$ cat src/rtl/collatz_host_ctrl.sv
// Host-side initiator for the byte-wide Collatz accelerator: writes a seed, kicks a job,
// waits for busy to drop (or times out), then reads orbit length and path record back.
module collatz_host_ctrl #(
    parameter int BITS        = 32,
    parameter int N_BYTES     = BITS / 8,
    parameter int READ_LAT    = 2,
    parameter int START_GUARD = 2,
    parameter int TIMEOUT     = 65535
) (
    input  logic            clk,
    input  logic            rst_n,
    input  logic            start,
    input  logic [BITS-1:0] seed,
    output logic            ready,
    output logic            done,
    output logic            timeout,
    output logic [BITS-1:0] orbit_len,
    output logic [BITS-1:0] path_rec,
    output logic [7:0]      dev_data_out,
    output logic [7:0]      dev_ctrl_out,
    input  logic [7:0]      dev_data_in,
    input  logic            dev_busy
);

    localparam int IW = $clog2(2 * N_BYTES + 1);
    localparam int LW = (READ_LAT > 1) ? $clog2(READ_LAT + 1) : 1;
    localparam int CW = $clog2(TIMEOUT + START_GUARD + 1);

    typedef enum logic [2:0] {
        S_IDLE,
        S_WRITE,
        S_KICK,
        S_GUARD,
        S_WAIT,
        S_READ,
        S_DONE
    } state_t;

    state_t          r_state;
    logic [BITS-1:0] r_shift;
    logic [IW-1:0]   r_idx;
    logic [LW-1:0]   r_lat;
    logic [CW-1:0]   r_cnt;
    logic [6:0]      w_lane;

    // Orbit bytes live at 0..N_BYTES-1, path bytes at 16..16+N_BYTES-1.
    function automatic logic [4:0] rd_addr(input logic [IW-1:0] idx);
        if (idx < IW'(N_BYTES))
            return 5'(idx);
        return 5'd16 + 5'(idx - IW'(N_BYTES));
    endfunction

    assign w_lane = {dev_ctrl_out[3:0], 3'b000};

    always_ff @(posedge clk) begin
        if (!rst_n) begin
            r_state      <= S_IDLE;
            r_shift      <= '0;
            r_idx        <= '0;
            r_lat        <= '0;
            r_cnt        <= '0;
            ready        <= 1'b1;
            done         <= 1'b0;
            timeout      <= 1'b0;
            orbit_len    <= '0;
            path_rec     <= '0;
            dev_data_out <= 8'h00;
            dev_ctrl_out <= 8'h80;
        end else begin
            case (r_state)
                S_IDLE: begin
                    if (start) begin
                        dev_data_out <= seed[7:0];
                        dev_ctrl_out <= 8'h00;
                        r_shift      <= seed >> 8;
                        r_idx        <= '0;
                        timeout      <= 1'b0;
                        orbit_len    <= '0;
                        path_rec     <= '0;
                        ready        <= 1'b0;
                        r_state      <= S_WRITE;
                    end
                end
                S_WRITE: begin
                    if (r_idx == IW'(N_BYTES - 1)) begin
                        dev_ctrl_out <= 8'hC0;
                        dev_data_out <= 8'h00;
                        r_state      <= S_KICK;
                    end else begin
                        r_idx        <= r_idx + IW'(1);
                        dev_ctrl_out <= {3'b000, 5'(r_idx + IW'(1))};
                        dev_data_out <= r_shift[7:0];
                        r_shift      <= r_shift >> 8;
                    end
                end
                S_KICK: begin
                    dev_ctrl_out <= 8'h80;
                    r_cnt        <= '0;
                    r_state      <= (START_GUARD == 0) ? S_WAIT : S_GUARD;
                end
                S_GUARD: begin
                    if (r_cnt == CW'(START_GUARD - 1)) begin
                        r_cnt   <= '0;
                        r_state <= S_WAIT;
                    end else begin
                        r_cnt <= r_cnt + CW'(1);
                    end
                end
                S_WAIT: begin
                    if (!dev_busy) begin
                        r_idx        <= '0;
                        r_lat        <= '0;
                        dev_ctrl_out <= {3'b100, rd_addr('0)};
                        r_state      <= S_READ;
                    end else if (r_cnt == CW'(TIMEOUT - 1)) begin
                        timeout <= 1'b1;
                        done    <= 1'b1;
                        r_state <= S_DONE;
                    end else begin
                        r_cnt <= r_cnt + CW'(1);
                    end
                end
                S_READ: begin
                    if (r_lat == LW'(READ_LAT - 1)) begin
                        if (dev_ctrl_out[4])
                            path_rec[w_lane +: 8] <= dev_data_in;
                        else
                            orbit_len[w_lane +: 8] <= dev_data_in;
                        r_lat <= '0;
                        if (r_idx == IW'(2 * N_BYTES - 1)) begin
                            dev_ctrl_out <= 8'h80;
                            done         <= 1'b1;
                            r_state      <= S_DONE;
                        end else begin
                            r_idx        <= r_idx + IW'(1);
                            dev_ctrl_out <= {3'b100, rd_addr(r_idx + IW'(1))};
                        end
                    end else begin
                        r_lat <= r_lat + LW'(1);
                    end
                end
                S_DONE: begin
                    done    <= 1'b0;
                    ready   <= 1'b1;
                    r_state <= S_IDLE;
                end
                default: r_state <= S_IDLE;
            endcase
        end
    end

endmodule

$ cat config.mk
export PLATFORM = sky130hd
export DESIGN_NAME = collatz_host_ctrl
export DESIGN_NICKNAME = d
export VERILOG_FILES = /design/src/rtl/collatz_host_ctrl.sv
export SDC_FILE = /design/constraint.sdc
export NUM_CORES = 1
export LEC_CHECK = 0
export CELL_PAD_IN_SITES_DETAIL_PLACEMENT = 1
export CELL_PAD_IN_SITES_GLOBAL_PLACEMENT = 2
export CORE_MARGIN = 4
export CORE_UTILIZATION = 30
export CTS_CLUSTER_DIAMETER = 100
export DETAILED_ROUTE_END_ITERATION = 16
export GPL_TIMING_DRIVEN = 0
export PLACE_DENSITY_LB_ADDON = 0.1
export REMOVE_ABC_BUFFERS = 1
export SETUP_SLACK_MARGIN = 0.5
export SLEW_MARGIN = 20
export SYNTH_ARGS = -nofsm -noshare
export SYNTH_HDL_FRONTEND = slang
export SYNTH_SLANG_ARGS = --single-unit
$ cat constraint.sdc
create_clock -name clk -period 2 [get_ports clk]
set_input_delay 0.2 -clock clk [delete_from_list [all_inputs] [get_ports clk]]
set_output_delay 0.2 -clock clk [all_outputs]
set_load 0.02 [all_outputs]
==> results of run 1 <==
## logic make-up (layout without fill, tap and decap cells)
logic type,count (synthesis),after routing,synth area share [%]
mux,17,17,2.93
buf+inv,57,267,4.38
fa+ha+maj,5,5,1.07
compound gates,159,159,21.8
simple gates,271,278,22.2
other cells,1,1,0.0640
xor+xnor,16,16,2.39
flops,132,132,45.1
## where the power goes
group / total [mW] / leakage (nW) / switching (mW) / internal [mW]
logic: 4.82 / 2.49 / 2.61 / 2.21
registers: 3.20 / 1.08 / 0.267 / 2.93
clock network: 3.05 / 0.265 / 1.27 / 1.79
## sequential cells by signal, summed over array words and instances, names as in the netlist
signal,cells
done,1
path_rec,32
dev_ctrl_out,7
dev_data_out,8
ready,1
r_lat,2
r_shift,24
orbit_len,32
r_state,3
timeout,1
r_cnt,17
r_idx,4
## worst reg2reg max path, stage by stage, from the launching register on
cell,delay [ps]
dfxtp_4,390
buf_6,130
or3b_4,400
nor2_4,230
or2_4,240
buf_6,110
nor2_2,30
a311oi_1,220
## placed cells by master (no fill, tap or decap), drive strengths merged, types with 6 or more instances in the layout
master | synthesis | routed
nor4 | 7 | 7
o21ai | 10 | 10
dfxtp | 132 | 132
dlygate4sd2 | 0 | 78
a31oi | 6 | 6
clkbuf | 29 | 19
clkdlybuf4s50 | 0 | 42
or3 | 6 | 6
a32oi | 33 | 33
and2 | 11 | 11
a211oi | 9 | 9
nand4 | 6 | 6
o31ai | 6 | 6
nand3 | 25 | 25
a21oi | 29 | 29
clkinvlp | 0 | 7
buf | 14 | 96
nor2 | 112 | 112
a311oi | 17 | 17
xnor2 | 11 | 11
nor3 | 10 | 10
or2 | 4 | 9
a22oi | 11 | 11
nand2 | 58 | 58
and3 | 5 | 6
inv | 14 | 17
a22o | 16 | 16
mux2i | 16 | 16
## worst paths after layout
path	startpoint	end	slack [ps]	depth (start not counted)
max	r_state[0]	r_shift[0]	150	7
min	rst_n	ready	290	2
max reg2reg	r_state[0]	r_shift[0]	150	7
min reg2reg	r_shift[23]	r_shift[23]	460	2
## routing by layer
layer  routed length (µm)  vias up  GRT usage [%]
li1                     -     2837              -
met1                10100     2962           25.8
met5                    0        -              0
met3                  799       22           3.49
met2                11600      119           33.8
met4                  252        0           5.55
## layout make-up
class,instances,area [µm²]
Fill cell,2128,9360
Multi-Input combinational cell,476,3850
Sequential cell,132,2690
Timing Repair Buffer,221,2080
Clock buffer,19,453
Tap cell,260,325
Clock inverter,13,124
Inverter,14,66.3
## metrics by stage
stage                     cell area, µm²  instances
final                               9590       1135
after global routing                9590       1135
after CTS                           9150       1107
after detailed placement            7270       1001
after global placement              7230       1000
after floorplan                     5650        615
## repair_timing
item                       in CTS  in global routing
setup buffers                  68                 27
resized for setup             282                 59
gates cloned                    6                  1
pin swaps                      86                 46
setup endpoints to repair     213                134
==> flow_summary.yaml, run 1 <==
outcome:
  status: "finished clean"
route:
  antenna_left: 0
  vias: 5940
  dr.pass1.iters: 4
  wire_per_inst_um: 20.0
  vias_per_cell: 5.23
  drt-initial-drc-count: 227
  drc: 0
  wl_um: 22700
finish:
  final_net_count: 911
  utilization_pct: 50.6
  drive_gt1_share_pct: 35.3
  area_growth_pct: 63.8
  antenna_cells: 0
sta:
  min_period_ps: 1850
  hold_viol: 0
  fin_ws_ps: 154
  rsz0062_at_grt: "true"
  setup_viol: 0
  holdWs_ps: 295
  relSlewSlack_pct: 47.4
  tns_ps: 0
  max_slew.worst_pin.slew_ps: 787
  maxSlewViolCount: 0
  clock.fmax_mhz: 542
  finalClockSkew_ps: 7.70
  finalCritPeriodShare_pct: 92.3
worst_setup_path:
  crit_buf_inv: 2
  critPathLaunchType: "register"
  cp_max_fo: 7
  path_cells: "buf_6, or3b_4, nor2_4, or2_4, buf_6, nor2_2, a311oi_1"
  path_class: "reg -> reg"
  critPathCaptureType: "register"
  slowest_delay_ps: 400
  cp.arrival_ps: 2180
  worstPathRequired_ps: 2330
  critPathTopFamily: "simple AND/OR/NAND/NOR gates"
  cp_common_cell: "buf_6"
  cp_slowest_cell: "or3b_4"
worst_hold_path:
  hp-class: "in -> reg"
synthesis:
  netlist_instances: 658
  synth_area_um2: 5860
  syn_avg_cell_area_um2: 8.90
  synth_seq_cells: 132
  yosys.area.top_type_share_pct: 45.1
  yosys.cell_count.top_type: "dfxtp_1"
  ys_top_cells_by_area: "dfxtp_1 (45%), nor2_1 (6.9%), a32oi_1 (4.9%)"
  yosysSeqAreaShare_pct: 45.1
  synth_flop_cell: "dfxtp_1"
  synth.distinct_cells: 67
  ys_async_sr_fraction_pct: 0
  synth_common_cells: "dfxtp_1 (132), nor2_1 (107), nand2_1 (58), a32oi_1 (33)"
  synth_edf_count: 0
  ys.warnings.count: 0
  yosysTopAreaCell: "dfxtp_1"
placed_design:
  port_buffers: 125
  hpwl_um: 13200
  place_ws_ps: -1170
  place_congestion: 0.783
clock_tree:
  cts_root_buf: "clkbuf_16"
  cts.htree.levels: 4
  path_clk_slew_ps: 60
  cts_buffers: 17
  cts_tree: "built"
  insertion_delay_ps: 420
  cts_hold_buf: 0
  cts.sink_count: 132
  clock_path_buffers: 2
floorplanning:
  ioPinCount: 127
  initial_core_util_pct: 30.9
  dieArea_um2: 21800
  row_count: 50
  dieHeight_um: 148
  core_um2: 19000
  fp.dieW_um: 148
power_and_ir_drop:
  p_per_area_nw_per_um2: 1150
  finalPower_mw: 11.1
  vdd_drop_max_mv: 0.642
  leakage_nw: 3.84
grt:
  antenna_found_initial: 0
  grt_pass1_wl_um: 34700
  grt_max_degree: 60
  grt_pass1_vias: 6169
  track_usage_pct: 19.8
  globalRouteOverflowTotal: 0
run:
  maxCapViolCount: 0
Note: power is estimated with default switching activity, not from simulation.
==> run 2, diff against run 1 <==
--- a/config.mk
+++ b/config.mk
@@ -10,10 +10,11 @@
 export CORE_MARGIN = 4
 export CORE_UTILIZATION = 30
 export CTS_CLUSTER_DIAMETER = 100
+export CTS_CLUSTER_SIZE = 28
 export DETAILED_ROUTE_END_ITERATION = 16
 export GPL_TIMING_DRIVEN = 0
 export PLACE_DENSITY_LB_ADDON = 0.1
-export REMOVE_ABC_BUFFERS = 1
+export RECOVER_POWER = 50
 export SETUP_SLACK_MARGIN = 0.5
 export SLEW_MARGIN = 20
 export SYNTH_ARGS = -nofsm -noshare
==> flow_summary.yaml, run 2 (same netlist as run 1, synthesis figures left out) <==
outcome:
  status: "finished clean"
worst_setup_path:
  path_class: "reg -> reg"
  critPathTopFamily: "simple AND/OR/NAND/NOR gates"
  critPathCaptureType: "register"
  worstPathRequired_ps: 2340
  regToRegStartpoint: "r_state[0]"
  cp_max_fo: 10
  crit_buf_inv: 2
  path_cells: "buf_6, clkbuf_8, a31oi_1, nor2_1, or4_4, a21oi_1"
  cp_slowest_cell: "or4_4"
  cp.arrival_ps: 2230
  startpoint: "r_state[0]"
  critPathLaunchType: "register"
  slowest_delay_ps: 520
sta:
  maxSlewViolCount: 0
  max_slew.worst_pin.slew_ps: 801
  hold_viol: 0
  rsz0062_at_grt: "true"
  tns_ps: 0
  finalCritPeriodShare_pct: 94.6
  clock.fmax_mhz: 529
  finalClockSkew_ps: 9.12
  relSlewSlack_pct: 46.6
  setup_viol: 0
  holdWs_ps: 349
  min_period_ps: 1890
floorplanning:
  core_um2: 19000
  dieArea_um2: 21800
  dieHeight_um: 148
  ioPinCount: 127
  row_count: 50
  fp.dieW_um: 148
  initial_core_util_pct: 30.9
grt:
  grt_pass1_vias: 6342
  globalRouteOverflowTotal: 0
  grt_max_degree: 17
  grt_pass1_wl_um: 34900
  track_usage_pct: 20.2
  antenna_found_initial: 0
synthesis:
  synth_nets: 707
route:
  vias: 5976
  antenna_left: 0
  drt-initial-drc-count: 169
  wire_per_inst_um: 19.8
  vias_per_cell: 5.22
  dr.pass1.iters: 4
  wl_um: 22700
  drc: 0
placed_design:
  port_buffers: 125
  place_congestion: 0.788
  hpwl_um: 14800
  place_inst: 1043
worst_hold_path:
  hp-start: "seed[30]"
  hp-class: "in -> reg"
finish:
  area_growth_pct: 67.3
  finalNonFillerCells: 1145
  antenna_cells: 0
  final_net_count: 922
  layout_common_cells: "dfxtp_1 (113), nor2_1 (84), dlygate4sd2_1 (68)"
  final_common_cell: "dfxtp_1"
  num-fill-cells: 2105
  drive_gt1_share_pct: 35.3
  largestRegisters: "orbit_len x32, path_rec x32, r_shift x24"
clock_tree:
  cts_root_buf: "clkbuf_16"
  insertion_delay_ps: 420
  clock_path_buffers: 2
  cts_tree: "built"
  path_clk_slew_ps: 60
  cts.sink_count: 132
  cts.htree.levels: 4
  cts_buffers: 17
power_and_ir_drop:
  p_per_area_nw_per_um2: 1160
  leakage_nw: 3.89
  vdd_drop_max_mv: 0.639
run:
  maxCapViolCount: 0
## run 2: cell count changes in the layout (fill, tap and decap cells not counted), sizes merged, moves of 5 or more
cell           previous run  this run
buf                      96        85
clkdlybuf4s15             5         0
clkinv                    2         7
clkbuf                   19        62
clkinvlp                  7         1
dlygate4sd2              78        68
or2                       9         4
## run 2: final cells by class
class | instances | area (µm²) | share of cell area, %
multi-input combinational | 469 | 3900 | 39.8
sequential | 132 | 2690 | 27.5
timing repair buffer | 196 | 1800 | 18.3
clock buffer | 20 | 478 | 4.88
buffer | 43 | 424 | 4.33
tap | 260 | 325 | 3.32
clock inverter | 11 | 125 | 1.28
inverter | 14 | 62.6 | 0.638
## run 2: routing by layer
| layer | wire length (µm) | part of all wire (%) | vias up | global-route usage [%] |
|---|---|---|---|---|
| met5 | 0 | 0 | - | 0 |
| met4 | 302 | 1.3 | 0 | 5.45 |
| met3 | 930 | 4.1 | 23 | 4.17 |
| met2 | 11600 | 51 | 120 | 35.3 |
| met1 | 9830 | 43 | 2991 | 25.2 |
| li1 | - | - | 2842 | - |
## run 2: worst register-to-register path: stages (launching register included)
cell	delay [ps]
dfxtp_4	360
buf_6	130
clkbuf_8	160
a31oi_1	430
nor2_1	90
or4_4	520
a21oi_1	120
## run 2: power breakdown
| group | total [mW] | internal, mW | switching [mW] |
|---|---|---|---|
| Combinational | 4.92 | 2.32 | 2.60 |
| Clock | 3.21 | 1.97 | 1.23 |
| Sequential | 3.20 | 2.92 | 0.274 |
## run 2: stage by stage
stage | worst slack (ps) | total power, mW | util (%) | instance area, µm²
floorplan | 222 | 5.62 | - | 6240
global placement | -310 | 6.55 | 41.2 | 7820
detailed placement | -392 | 6.62 | 41.2 | 7820
CTS | 137 | 10.9 | 50.3 | 9540
global route | 26.0 | 11.9 | 51.7 | 9800
finish | 108 | 11.3 | 51.7 | 9800
## run 2: what timing repair did
item | 4_1_cts | 5_1_grt
buffers inserted | 57 | 10
resized for setup | 237 | 87
pin swaps | 82 | 58
cloned | 3 | 1
hold buffers | 0 | 0
setup endpoints to repair | 212 | 144
## run 2: path summary, 6_finish.rpt
check	slack [ps]	endpoint	cells past startpoint
hold reg to reg	450	r_lat[1]	2
setup reg to reg	110	dev_ctrl_out[3]	6
hold / removal	350	r_shift[22]	3
setup / recovery	110	dev_ctrl_out[3]	6
==> run 3, diff against run 2 <==
==> constraint.sdc (replaced) <==
create_clock -name clk -period 2.21 [get_ports clk]
set_input_delay 0.221 -clock clk [delete_from_list [all_inputs] [get_ports clk]]
set_output_delay 0.221 -clock clk [all_outputs]
set_load 0.02 [all_outputs]
==> flow_summary.yaml, run 3 (same netlist as run 1, synthesis figures left out) <==
outcome:
  status: "finished clean"
finish:
  layout_common_cells: "dfxtp_1 (115), nor2_1 (84), dlygate4sd3_1 (77)"
  finalInstanceArea_um2: 9690
  drive_gt1_share_pct: 31.8
  num-fill-cells: 2100
  final_net_count: 922
  antenna_cells: 0
  utilization_pct: 51.1
  area_growth_pct: 65.4
  largestRegisters: "orbit_len x32, path_rec x32, r_shift x24"
  final_common_cell: "dfxtp_1"
grt:
  grt_max_degree: 17
  grt-busiest-layer: "met2"
  antenna_found_initial: 0
  globalRouteOverflowTotal: 0
  grt_pass1_wl_um: 34800
  met2_usage_pct: 33.3
  use_met3_pct: 4.26
  track_usage_pct: 20.1
  grt_pass1_vias: 6241
  met1_usage_pct: 26.4
worst_setup_path:
  reg2regPathDepth: 9
  critPathLaunchType: "register"
  worstPathRequired_ps: 2560
  cp.arrival_ps: 2380
  critPathCaptureType: "register"
  path_class: "reg -> reg"
  cp_max_fo: 5
power_and_ir_drop:
  p_per_area_nw_per_um2: 1020
  vdd_drop_max_mv: 0.575
  leakage_nw: 3.79
route:
  vias_per_cell: 5.23
  dr.pass1.iters: 4
  wire_per_inst_um: 19.9
  antenna_left: 0
  vias: 5991
  wl_um: 22800
  drc: 0
  drt-initial-drc-count: 228
synthesis:
  synth_nets: 707
worst_hold_path:
  hp-class: "in -> reg"
  whs_path_depth: 3
sta:
  min_period_ps: 2020
  fin_ws_ps: 186
  holdWs_ps: 376
  setup_viol: 0
  finalCritPeriodShare_pct: 91.6
  clock.fmax_mhz: 494
  rsz0062_at_grt: "true"
  finalClockSkew_ps: 10.9
  max_slew.worst_pin.slew_ps: 754
  maxSlewViolCount: 0
  hold_viol: 0
  relSlewSlack_pct: 49.7
run:
  maxCapViolCount: 0
clock_tree:
  cts.htree.levels: 4
  cts_tree: "built"
  cts_hold_buf: 0
  path_clk_slew_ps: 60
  insertion_delay_ps: 420
  cts.sink_count: 132
  cts_root_buf: "clkbuf_16"
  clock_path_buffers: 2
  cts_buffers: 17
placed_design:
  place_congestion: 0.799
  place_ws_ps: -166
  hpwl_um: 14900
  post_dp_cell_area_um2: 7660
  port_buffers: 125
floorplanning:
  row_count: 50
  dieArea_um2: 21800
  ioPinCount: 127
  dieHeight_um: 148
  initial_core_util_pct: 30.9
  fp.dieW_um: 148
  core_um2: 19000
## run 3: power by group
part	switching [mW]	leakage, nW	internal (mW)
clock	1.15	0.249	1.44
sequential	0.224	1.08	2.64
combinational	2.35	2.46	2.07
## run 3: per-layer routing
layer / up-vias / routed length, µm
met4: 0 / 361
li1: 2847 / -
met2: 108 / 11300
met1: 3010 / 10300
met5: - / 0
met3: 26 / 789
## run 3: final cells by class
class	count	area (µm²)	share of cell area, %
plain buffers	43	369	3.81
clock buffers	18	429	4.43
flip-flops and latches	132	2690	27.7
inverters	14	55.1	0.568
repair buffers	196	1930	19.9
clock inverters	14	105	1.08
well taps	260	325	3.36
multi-input cells	469	3790	39.1
## run 3: what timing repair did
item / CTS / global route
cloned: 4 / 3
buffers inserted: 48 / 16
resized for setup: 131 / 104
endpoints found under the setup margin: 130 / 130
pin swaps: 46 / 58
## run 3: final timing paths
check / from / end / slack, ps
setup / recovery: r_state[0] / r_cnt[15] / 190
hold / removal: seed[27] / r_shift[19] / 380
setup reg to reg: r_state[0] / r_cnt[15] / 190
hold reg to reg: r_shift[22] / r_shift[22] / 450
## run 3: critical path, stage by stage (launching register included)
cell      delay (ps)
dfxtp_1          380
clkbuf_4         170
buf_6             90
buf_6            120
buf_6            110
nor2_4            30
and4_1           200
a21o_2           240
or4_4            480
a21oi_2          130
## run 3: per-stage QoR
step	std cells	total power [mW]	setup TNS (ps)
final	1146	9.88	0
after CTS	1127	9.40	0
after global routing	1146	10.4	0
after floorplan	658	4.91	0
after global placement	1043	5.74	-1590
after detailed placement	1043	5.81	-4360
==> variant, RTL diff (settings of run 1) <==
The 7 states of `state_t` get a Gray code encoding in 3 bits.
--- a/src/rtl/collatz_host_ctrl.sv
+++ b/src/rtl/collatz_host_ctrl.sv
@@ -27,13 +27,13 @@
     localparam int CW = $clog2(TIMEOUT + START_GUARD + 1);
 
     typedef enum logic [2:0] {
-        S_IDLE,
-        S_WRITE,
-        S_KICK,
-        S_GUARD,
-        S_WAIT,
-        S_READ,
-        S_DONE
+        S_IDLE  = 3'b000,
+        S_WRITE = 3'b001,
+        S_KICK  = 3'b011,
+        S_GUARD = 3'b010,
+        S_WAIT  = 3'b110,
+        S_READ  = 3'b111,
+        S_DONE  = 3'b101
     } state_t;
 
     state_t          r_state;
Function: no difference found for any inputs over 10 cycles, from zero or initial values and one cycle with rst_n low; not proved beyond that.
==> variant against run 1 <==
Synthesized area is 1.8% higher. Cell count is 0.26% lower. Utilization is 1.7 points higher. Routed wire length is 7.0% higher. Sequential cell count stayed put. Non-clock buffer count is 5 lower. Final area is 6.4% higher. Setup slack worse by 0.12 ns.
Power is not compared: it rests on default switching activity, and its combinational part moved more than twofold at a synthesized area within 25%.
==> variant: results (changes against run 1) <==
Setup path
  • Critical Path Start: r_state[2]$_SDFFE_PN0P_
  • R2R cell count: 8 (+1)
  • Critical path's slowest cell: dfxtp_4
  • Crit Reg-Reg Startpoint: r_state[2]$_SDFFE_PN0P_
  • Crit Path Max Fanout: 6 (-1)
  • Arr. time, crit path: 2.29 ns (+0.11 ns)
  • Worst Setup EP: r_state[1]$_SDFFE_PN0P_
  • Worst path top cell family by delay: compound AO/OA/AOI/OAI gates
  • RR Endpoint: r_state[1]$_SDFFE_PN0P_
  • CP max stage delay: 0.38 ns (-0.02 ns)

Clock tree
  • Post-CTS Setup Bufs: 56 (-18%)
  • CTS H-tree depth: 4 (unchanged)
  • Gates resized, CTS repair: 155 (-45%)
  • Longest Clk Path Bufs: 2 (unchanged)

Routing
  • Post-Route WL: 24.3 mm (+7.0%)
  • WL met2: 12.3 mm (+6.3%)
  • Met3 WL post-DR: 926 um (+16%)
  • WL met1: 10.6 mm (+4.7%)
  • Via count: 6121 (+3.0%)
  • WL/cell: 21.5 um (+7.3%)
  • # DRC: 0 (unchanged)

Placement
  • HPWL Detailed: 13.5 mm (+2.6%)
  • Port Buffers: 125 (unchanged)
  • DP Cell Count: 1005 (+0.40%)
  • Area post-placement: 7310 um^2 (+0.53%)
  • Place WS: -1.19 ns (-0.0258 ns)

Hold path
  • Min-delay src: seed[22]
  • Hold path cells: 3 (+1)
  • Worst hold endpoint: r_shift[14]$_SDFFE_PN0P_

GRT
  • Met1 GRT Util: 0.247 (-0.0107)
  • Tot GR Track Use: 0.188 (-0.00963)
  • Largest net degree at the start of global routing: 54 (-10%)
  • Met3 Use GR: 0.0331 (-0.00183)
  • Met2 global-route usage: 0.320 (-0.0179)

Yosys
  • Seq/Total Area, Yosys: 0.443 (-0.00776)
  • Synthesized area per cell: 9.03 um^2 (+1.4%)
  • Predominant post-synthesis flop cell: dfxtp_1
  • Commonest cells in the synthesized netlist: dfxtp_1 (132), nor2_1 (94), nand2_1 (65)
  • Yosys warnings: 0 (unchanged)
  • Synth area leaders: dfxtp_1 (44%), nor2_1 (5.9%), a32oi_1 (4.7%)
  • Synth cell types: 79 (+18%)

Timing
  • Worst rel slew slack: 0.512 (+0.0385)
  • Clk_skew: 0.0106 ns (+0.00285 ns)
  • Hold Slack: 0.352 ns (+0.0573 ns)

Status
  • Status: finished clean

Layout
  • Layout cell share with drive strength beyond 1: 0.406 (+0.0529)
-- variant: changes by cell type after synthesis, moves of 5 or more --
cell      before  now
nand3_1       23   15
a31oi_1        6    1
a22oi_1       11    1
clkbuf_1      29   14
a311oi_1       3   16
a311oi_2      14    0
nor2_1       107   94
a211oi_1       9    4
o21ai_1        0    7
nand2_1       58   65
buf_2          7   19
a221oi_1       0    9
-- variant: power by group through the flow --
| stage | clock (uW) | combinational [uW] | sequential (uW) |
|---|---|---|---|
| 2_1_floorplan | 0 | 477 | 2880 |
| 3_3_place_gp | 0 | 866 | 2870 |
| 3_5_place_dp | 0 | 890 | 2870 |
| 4_1_cts | 2960 | 1250 | 2790 |
| 5_1_grt | 3110 | 1700 | 2830 |
| 6_report | 2940 | 1590 | 2820 |
-- variant: cell type report --
class	instances	area, um^2
Fill cell	2064	9320
Multi-Input combinational cell	475	4190
Sequential cell	132	2700
Timing Repair Buffer	216	2380
Clock buffer	18	439
Tap cell	265	332
Clock inverter	14	104
Inverter	12	67.6
-- variant: cells by family (layout without fill, tap and decap cells) --
group / count (synthesis) / after routing / share of synthesized area
other: 1 / 1 / 0.000629
adders and majority gates: 5 / 5 / 0.0105
and+or+nand+nor: 270 / 275 / 0.232
AOI/OAI and AO/OA: 162 / 163 / 0.206
buffers and inverters: 59 / 260 / 0.0554
DFF: 132 / 132 / 0.443
xor gates and xnor gates: 12 / 12 / 0.0202
muxes: 19 / 19 / 0.0323
-- variant: metrics by stage --
stage / power, uW / util
after floorplan: 3360 / -
after global routing: 7640 / 0.523
after global placement: 3740 / 0.372
after detailed placement: 3760 / 0.374
final: 7350 / 0.523
after CTS: 7010 / 0.457
